[src/rtl/bin2bcd_pkg.sv]
// Shared types and constants for the sequential binary-to-BCD converter.
package bin2bcd_pkg;

  typedef enum logic [1:0] {
    StIdle,
    StShift,
    StDone
  } state_e;

  localparam int unsigned MAX_DEC = 9999;
  localparam int unsigned BCD_W   = 16;

endpackage

[src/rtl/bcd_add3.sv]
// Double-dabble nibble corrector: adds 3 to any BCD nibble of 5 or more.
module bcd_add3 (
  input  logic [3:0] in_i,
  output logic [3:0] out_o
);

  assign out_o = (in_i >= 4'd5) ? in_i + 4'd3 : in_i;

endmodule

[src/rtl/bin2bcd_seq.sv]
// Sequential binary-to-BCD converter (shift-add-3, one bit per clock) feeding the
// four-digit display bus; outputs only move in the final cycle of a conversion.
module bin2bcd_seq
  import bin2bcd_pkg::*;
#(
  parameter int unsigned BIN_W = 14
) (
  input  logic             clk,
  input  logic             clr_n,
  input  logic             start,
  input  logic [BIN_W-1:0] bin_in,
  output logic             busy,
  output logic             done,
  output logic [BCD_W-1:0] bcd_out,
  output logic             ovf
);

  localparam int unsigned CntW = $clog2(BIN_W + 1);

  state_e             state_q, state_d;
  logic [BIN_W-1:0]   sh_q, sh_d;
  logic [BCD_W-1:0]   acc_q, acc_d;
  logic [BCD_W-1:0]   acc_adj;
  logic [CntW-1:0]    cnt_q, cnt_d;
  logic               ovf_pend_q, ovf_pend_d;
  logic [BCD_W-1:0]   bcd_q, bcd_d;
  logic               ovf_q, ovf_d;
  logic               done_q, done_d;
  logic               busy_q, busy_d;
  logic               sat;
  logic               unused_acc_msb;

  for (genvar i = 0; i < BCD_W / 4; i++) begin : g_add3
    bcd_add3 u_add3 (
      .in_i  (acc_q[4*i +: 4]),
      .out_o (acc_adj[4*i +: 4])
    );
  end

  // The top acc bit is shifted out and lost; values up to 9999 never reach it.
  assign unused_acc_msb = acc_adj[BCD_W-1];

  assign sat = 32'(bin_in) > MAX_DEC;

  always_comb begin
    state_d    = state_q;
    sh_d       = sh_q;
    acc_d      = acc_q;
    cnt_d      = cnt_q;
    ovf_pend_d = ovf_pend_q;
    bcd_d      = bcd_q;
    ovf_d      = ovf_q;
    done_d     = 1'b0;
    // Delayed one cycle so busy also covers the cycle in which done is high.
    busy_d     = (state_q != StIdle);

    unique case (state_q)
      StIdle: begin
        if (start) begin
          sh_d       = sat ? BIN_W'(MAX_DEC) : bin_in;
          acc_d      = '0;
          cnt_d      = CntW'(BIN_W);
          ovf_pend_d = sat;
          state_d    = StShift;
        end
      end
      StShift: begin
        acc_d = {acc_adj[BCD_W-2:0], sh_q[BIN_W-1]};
        sh_d  = {sh_q[BIN_W-2:0], 1'b0};
        cnt_d = cnt_q - CntW'(1);
        if (cnt_q == CntW'(1)) begin
          state_d = StDone;
        end
      end
      StDone: begin
        bcd_d   = acc_q;
        ovf_d   = ovf_pend_q;
        done_d  = 1'b1;
        state_d = StIdle;
      end
      default: state_d = StIdle;
    endcase
  end

  always_ff @(posedge clk or negedge clr_n) begin
    if (!clr_n) begin
      state_q    <= StIdle;
      sh_q       <= '0;
      acc_q      <= '0;
      cnt_q      <= '0;
      ovf_pend_q <= 1'b0;
      bcd_q      <= '0;
      ovf_q      <= 1'b0;
      done_q     <= 1'b0;
      busy_q     <= 1'b0;
    end else begin
      state_q    <= state_d;
      sh_q       <= sh_d;
      acc_q      <= acc_d;
      cnt_q      <= cnt_d;
      ovf_pend_q <= ovf_pend_d;
      bcd_q      <= bcd_d;
      ovf_q      <= ovf_d;
      done_q     <= done_d;
      busy_q     <= busy_d;
    end
  end

  assign busy    = busy_q;
  assign done    = done_q;
  assign bcd_out = bcd_q;
  assign ovf     = ovf_q;

endmodule

[config.mk]
export PLATFORM = sky130hd
export DESIGN_NAME = bin2bcd_seq
export DESIGN_NICKNAME = d
export VERILOG_FILES = /design/src/rtl/bin2bcd_pkg.sv /design/src/rtl/bcd_add3.sv /design/src/rtl/bin2bcd_seq.sv
export SDC_FILE = /design/constraint.sdc
export NUM_CORES = 1
export LEC_CHECK = 0
export ABC_AREA = 0
export BUFFER_PORTS_ARGS = -buffer_cell sky130_fd_sc_hd__buf_2
export CAP_MARGIN = 20
export CORE_MARGIN = 4
export CORE_UTILIZATION = 45
export CTS_CLUSTER_SIZE = 40
export DETAILED_ROUTE_END_ITERATION = 8
export PLACE_DENSITY = 0.71
export SLEW_MARGIN = 15
export SYNTH_ARGS = -nofsm -noshare
export SYNTH_HDL_FRONTEND = slang
export SYNTH_SLANG_ARGS = --single-unit
[constraint.sdc]
create_clock -name clk -period 2.7 [get_ports clk]
set_input_delay 0.27 -clock clk [delete_from_list [all_inputs] [get_ports clk]]
set_output_delay 0.27 -clock clk [all_outputs]
set_load 0.02 [all_outputs]
==> Word-level counts from Yosys, hierarchy flattened <==
Cells that the tools add are included.
Widths: inputs -> output; s select.
{ "op_classes": {"n_div": 0, "magnitude_cmp": 5, "n_eq_ne": 5, "multipliers": 0, "reduce_logical": 6, "shifts": 0, "n_mux": 15, "n_addsub": 5, "bitwise_logic": 0} }
{ "ops": {"columns": ["cell", "count"], "rows": [
  ["$pmux 16 s2", 1],
  ["$mux 14", 2],
  ["$pmux 14 s2", 1],
  ["$ge 4x3->1 const B", 4],
  ["$mux 16", 1],
  ["$mux 4", 4],
  ["$gt 14x14->1 const B", 1],
  ["$add 4x2->4 const B", 3],
  ["$pmux 4 s2", 1],
  ["$reduce_and 2->1", 3],
  ["$eq 4x1->1 const B", 1],
  ["$mux 2", 2],
  ["$ne 2x2->1 const B", 2],
  ["$pmux 2 s2", 1],
  ["$reduce_bool 2->1", 2],
  ["$sub 4x1->4 const B", 1],
  ["$add 3x2->3 const B", 1],
  ["$mux 3", 1],
  ["$eq 2x1->1 const B", 1],
  ["$eq 2x2->1 const B", 1],
  ["$logic_not 2->1", 1],
  ["$mux 1", 1]
]} }
{ "word_totals": {"romBits": 0, "reg_bits": 56, "mem_bits_rw": 0, "input_bits": 17, "latchBits": 0, "out_inout_bits": 19, "mem_count": 0} }

==> Longest topological paths before layout <==
{ "depth": {"ltp_word": 4, "mapped_depth": 6} }

==> Modules after synthesis <==
A second synthesis with hierarchy kept.
{ "hier_totals": {"hier_cells": 265, "area_unflattened_um2": 2783.9} }
{ "by_module_without_submodules": {"columns": ["module", "instances", "cells_per_inst", "area_per_inst_um2"], "rows": [
  ["bin2bcd_seq", 1, 201, 2378.5],
  ["bcd_add3", 4, 16, 101.3]
]} }

==> Least setup slack after synthesis <==
Ideal clock, no wire load.
{ "synth_timing": {"kind": "register -> register", "startpoint": "register state_q[0]", "endpoint": "register acc_q[11]", "path_stages_with_launch": 6, "arrival_ns": 1.292, "setup_time_ns": 0.122, "setup_slack_ns": 1.287, "synth_period_minus_slack_ns": 1.413, "cell_sequence": "dfrtp_1 > or3b_1 > buf_2 > nand2_4 > o31ai_1 > a32o_1"} }
{ "synth_between": {"elab_chain_cells": 3, "elab_cells_between_ends": 6} }
{ "synth_lines": {"columns": ["element", "line_no", "rtl"], "rows": [
  ["start, declared", "bin2bcd_seq.sv:20", "state_e state_q, state_d;"],
  ["start signal, assigned", "bin2bcd_seq.sv:87", "state_q <= StIdle;"],
  ["start signal, assigned", "bin2bcd_seq.sv:97", "state_q <= state_d;"],
  ["$eq 2x1->1 / $logic_not 2->1 (equally long branches)", "bin2bcd_seq.sv:57", "unique case (state_q)"],
  ["$reduce_bool 2->1 (no source line) / $ne 2x2->1 (equally long branches)", null, null],
  ["$reduce_and 2->1 (no source line)", null, null],
  ["end signal, assigned", "bin2bcd_seq.sv:89", "acc_q <= '0;"],
  ["end signal, assigned", "bin2bcd_seq.sv:99", "acc_q <= acc_d;"],
  ["end, declared", "bin2bcd_seq.sv:22", "logic [BCD_W-1:0] acc_q, acc_d;"]
]} }
Several ways; a longest one is shown, not always the timed one.
A chain may end at the register's enable or synchronous reset.

==> Final worst setup path <==
{ "layout_timing": {"startpoint": "register state_q[0]", "endpoint": "register ovf_q (netlist: ovf)"} }
{ "layout_between": {"elab_chain_cells": 1} }
{ "layout_lines": {"columns": ["element", "line_no", "rtl"], "rows": [
  ["$eq 2x2->1", "bin2bcd_seq.sv:57", null],
  ["end signal, assigned", "bin2bcd_seq.sv:103", "ovf_q <= ovf_d;"],
  ["end, declared", "bin2bcd_seq.sv:27", "logic ovf_q, ovf_d;"]
]} }
Every way passes these cells.

==> results.py <==
metrics = {
    "run_status": {
        "status": "finished clean",
    },
    "place": {
        "routabilityCongestion": 0.816,
        "placed_area_um2": 2800,
        "dpl_worst_slack_ns": 0.938,
        "io_buffers": 35,
        "hpwl_um": 3310,
    },
    "layout": {
        "antennaDiodeCount": 0,
        "fin_nets": 291,
        "most-common-layout-cells": "56 x dfrtp_1, 35 x buf_2, 24 x nand2_1, 16 x o21ai_0",
        "drive_gt1_share_pct": 21.9,
        "fin_util_pct": 52.1,
        "final_cell_area_um2": 2890,
        "final_common_cell": "dfrtp_1",
        "areaGrowthSynthToFinish_pct": 12.0,
    },
    "timing": {
        "fin_crit_sh_pct": 63.6,
        "slew_headroom_pct": 40.0,
        "min_period_ns": 1.72,
        "tightest_slew_ns": 0.899,
        "fin_tns_setup_ns": 0,
        "drv_slew": 0,
        "hold_viol_final": 0,
        "setup_slack_ns": 0.981,
        "fmax_ghz": 0.582,
        "finalSetupViolCount": 0,
        "grt_setup_unrepaired": "false",
        "finalClockSkew_ns": 0.00966,
    },
    "worst_setup_path": {
        "crit_buf_inv": 0,
        "worstSetupPathType": "reg -> reg",
        "path_max_fanout": 26,
        "startpoint_type": "flip-flop",
        "path_delay_family": "simple AND/OR/NAND/NOR gates",
        "required_ns": 2.88,
        "worst_setup_path_end_kind": "flip-flop",
        "crit_slowest_cell": "nand2b_1",
        "arrival_ns": 1.90,
        "max_stage_delay_ns": 0.74,
        "crit_chain": "nand2b_1 -> mux2_2",
    },
    "floorplanning": {
        "die_y_um": 83.7,
        "io_pins": 36,
        "dieArea_um2": 7010,
        "dieWidth_um": 83.7,
        "core_area_um2": 5540,
        "initial_core_util_pct": 46.5,
        "rows": 27,
    },
    "global_route": {
        "track_usage_pct": 13.8,
        "grt_overflow": 0,
        "grt.busiest_layer": "met2",
        "grt_pass1_wl_um": 8070,
        "antenna_found_initial": 0,
        "met1_usage_pct": 19.7,
        "use_met2_pct": 21.6,
        "first_global_vias": 1738,
        "met3_usage_pct": 3.06,
        "grt_max_degree": 57,
    },
    "clock_tree": {
        "cts_setup_buffers": 0,
        "clock-root-buffer": "clkbuf_8",
        "cts_buffers": 5,
        "htreeDepth": 2,
        "clkSlewWorstSetupHoldPaths_ns": 0.10,
        "clk_latency_ns": 0.30,
        "cts_resized": 0,
        "holdBufCountCts": 0,
        "clock-sinks": 56,
        "clock_path_buffers": 2,
        "cts_tree": "built",
    },
    "routing": {
        "wl_per_cell_um": 14.0,
        "drt-initial-drc-count": 112,
        "firstDrtPassIters": 4,
        "via_per_inst": 5.35,
        "drc": 0,
        "vias": 1803,
        "routed_wl_um": 4720,
        "ant_nets": 0,
    },
    "logic_synthesis": {
        "synth_edf_count": 0,
        "yosys_register_bits": 56,
        "ys_types": 40,
        "syn-num-nets": 257,
        "avgSynthCellArea_um2": 11.2,
        "syn-cell-area_um2": 2580,
        "syn_inst": 230,
        "ys_async_sr_fraction_pct": 100,
        "yosys_warnings": 0,
        "ys.flop_type": "dfrtp_1",
        "seq_area_frac_synth_pct": 54.3,
    },
    "power": {
        "vdd_drop_max_mv": 0.417,
        "power_leakage_nw": 1.43,
        "p_sw_share_pct": 38.1,
        "intPower_mw": 1.98,
        "switchingPower_mw": 1.22,
        "seq_power_share_pct": 43.8,
        "pwr-share-clk_pct": 14.3,
        "p_comb_share_pct": 41.9,
        "p_per_area_nw_per_um2": 1110,
    },
    "min_path": {
        "min_path_type": "in -> async",
    },
    "flow_run": {
        "drv_cap": 0,
    },
}
[worst paths after layout]
kind	endpoint	start	slack, ns	cells past startpoint
max in group asynchronous	sh_q[5]	clr_n	2.16	2
min reg2reg	sh_q[12]	sh_q[11]	0.48	2
max reg2reg	ovf	state_q[0]	0.98	2
min	bcd_out[12]	clr_n	0.09	2
min in group clk	sh_q[6]	bin_in[6]	0.19	2
max	ovf	state_q[0]	0.98	2
[metrics by stage]
stage / hold slack (ns) / cells / total power, mW
after floorplan: -0.0256 / 230 / 2.45
after global placement: 0.446 / 329 / 2.74
after detailed placement: 0.445 / 329 / 2.78
after CTS: 0.120 / 337 / 3.24
after global routing: 0.161 / 337 / 3.47
final: 0.0908 / 337 / 3.20
[cell families (layout without fill, tap and decap cells)]
group,after synthesis,count (layout),synth area share [%]
and+or+nand+nor,55,55,10.6
muxes,13,13,5.48
xor gates and xnor gates,7,7,2.38
buffers and inverters,23,58,4.41
AOI/OAI and AO/OA,66,66,17.9
adders and majority gates,10,10,4.85
DFF,56,56,54.3
[flip-flops by register name (all words and copies together) (netlist names), 2 cells and up]
name / count
acc_q: 16
bcd_out: 16
cnt_q: 4
sh_q: 14
state_q: 2
[power groups by stage]
stage | Clock [mW] | Sequential [mW] | Combinational (mW)
3_5_place_dp | 0 | 1.42 | 1.36
4_1_cts | 0.471 | 1.41 | 1.36
2_1_floorplan | 0 | 1.48 | 0.969
6_report | 0.458 | 1.40 | 1.34
5_1_grt | 0.506 | 1.45 | 1.51
3_3_place_gp | 0 | 1.42 | 1.32
[metal layers]
metal	part of all wire (%)	vias up
li1	-	889
met1	49	856
met2	45	51
met3	5.5	7
met4	0.76	0
met5	0	-
[final cells by class]
| class | instances | area [um2] |
|---|---|---|
| clock buffer | 8 | 90.1 |
| inverter | 12 | 45.0 |
| timing repair buffer | 38 | 198 |
| tap | 72 | 90.1 |
| multi-input combinational | 151 | 1060 |
| sequential | 56 | 1400 |
| fill | 502 | 2650 |
[cells in the mapped netlist (2+ instances only)]
| library cell | n | area, um2 |
|---|---|---|
| dfrtp_1 | 56 | 1400 |
| nand2_1 | 24 | 90.1 |
| o21ai_0 | 16 | 80.1 |
| inv_1 | 12 | 45.0 |
| nor2_1 | 12 | 45.0 |
| ha_1 | 10 | 125 |
| mux2_2 | 9 | 101 |
| a22o_1 | 8 | 70.1 |
| buf_2 | 7 | 35.0 |
| nand2b_1 | 7 | 43.8 |
| o22ai_1 | 7 | 43.8 |
| a21oi_1 | 6 | 30.0 |
| o31ai_1 | 6 | 45.0 |
| a31oi_1 | 5 | 31.3 |
| a21o_1 | 4 | 30.0 |
| a32o_1 | 4 | 40.0 |
| mux2i_1 | 4 | 40.0 |
| xnor2_1 | 4 | 35.0 |
| o32ai_1 | 3 | 26.3 |
| xor2_1 | 3 | 26.3 |
| a211oi_1 | 2 | 15.0 |
| a22oi_1 | 2 | 15.0 |
| buf_6 | 2 | 22.5 |
Note: power is estimated with default switching activity, not from simulation.
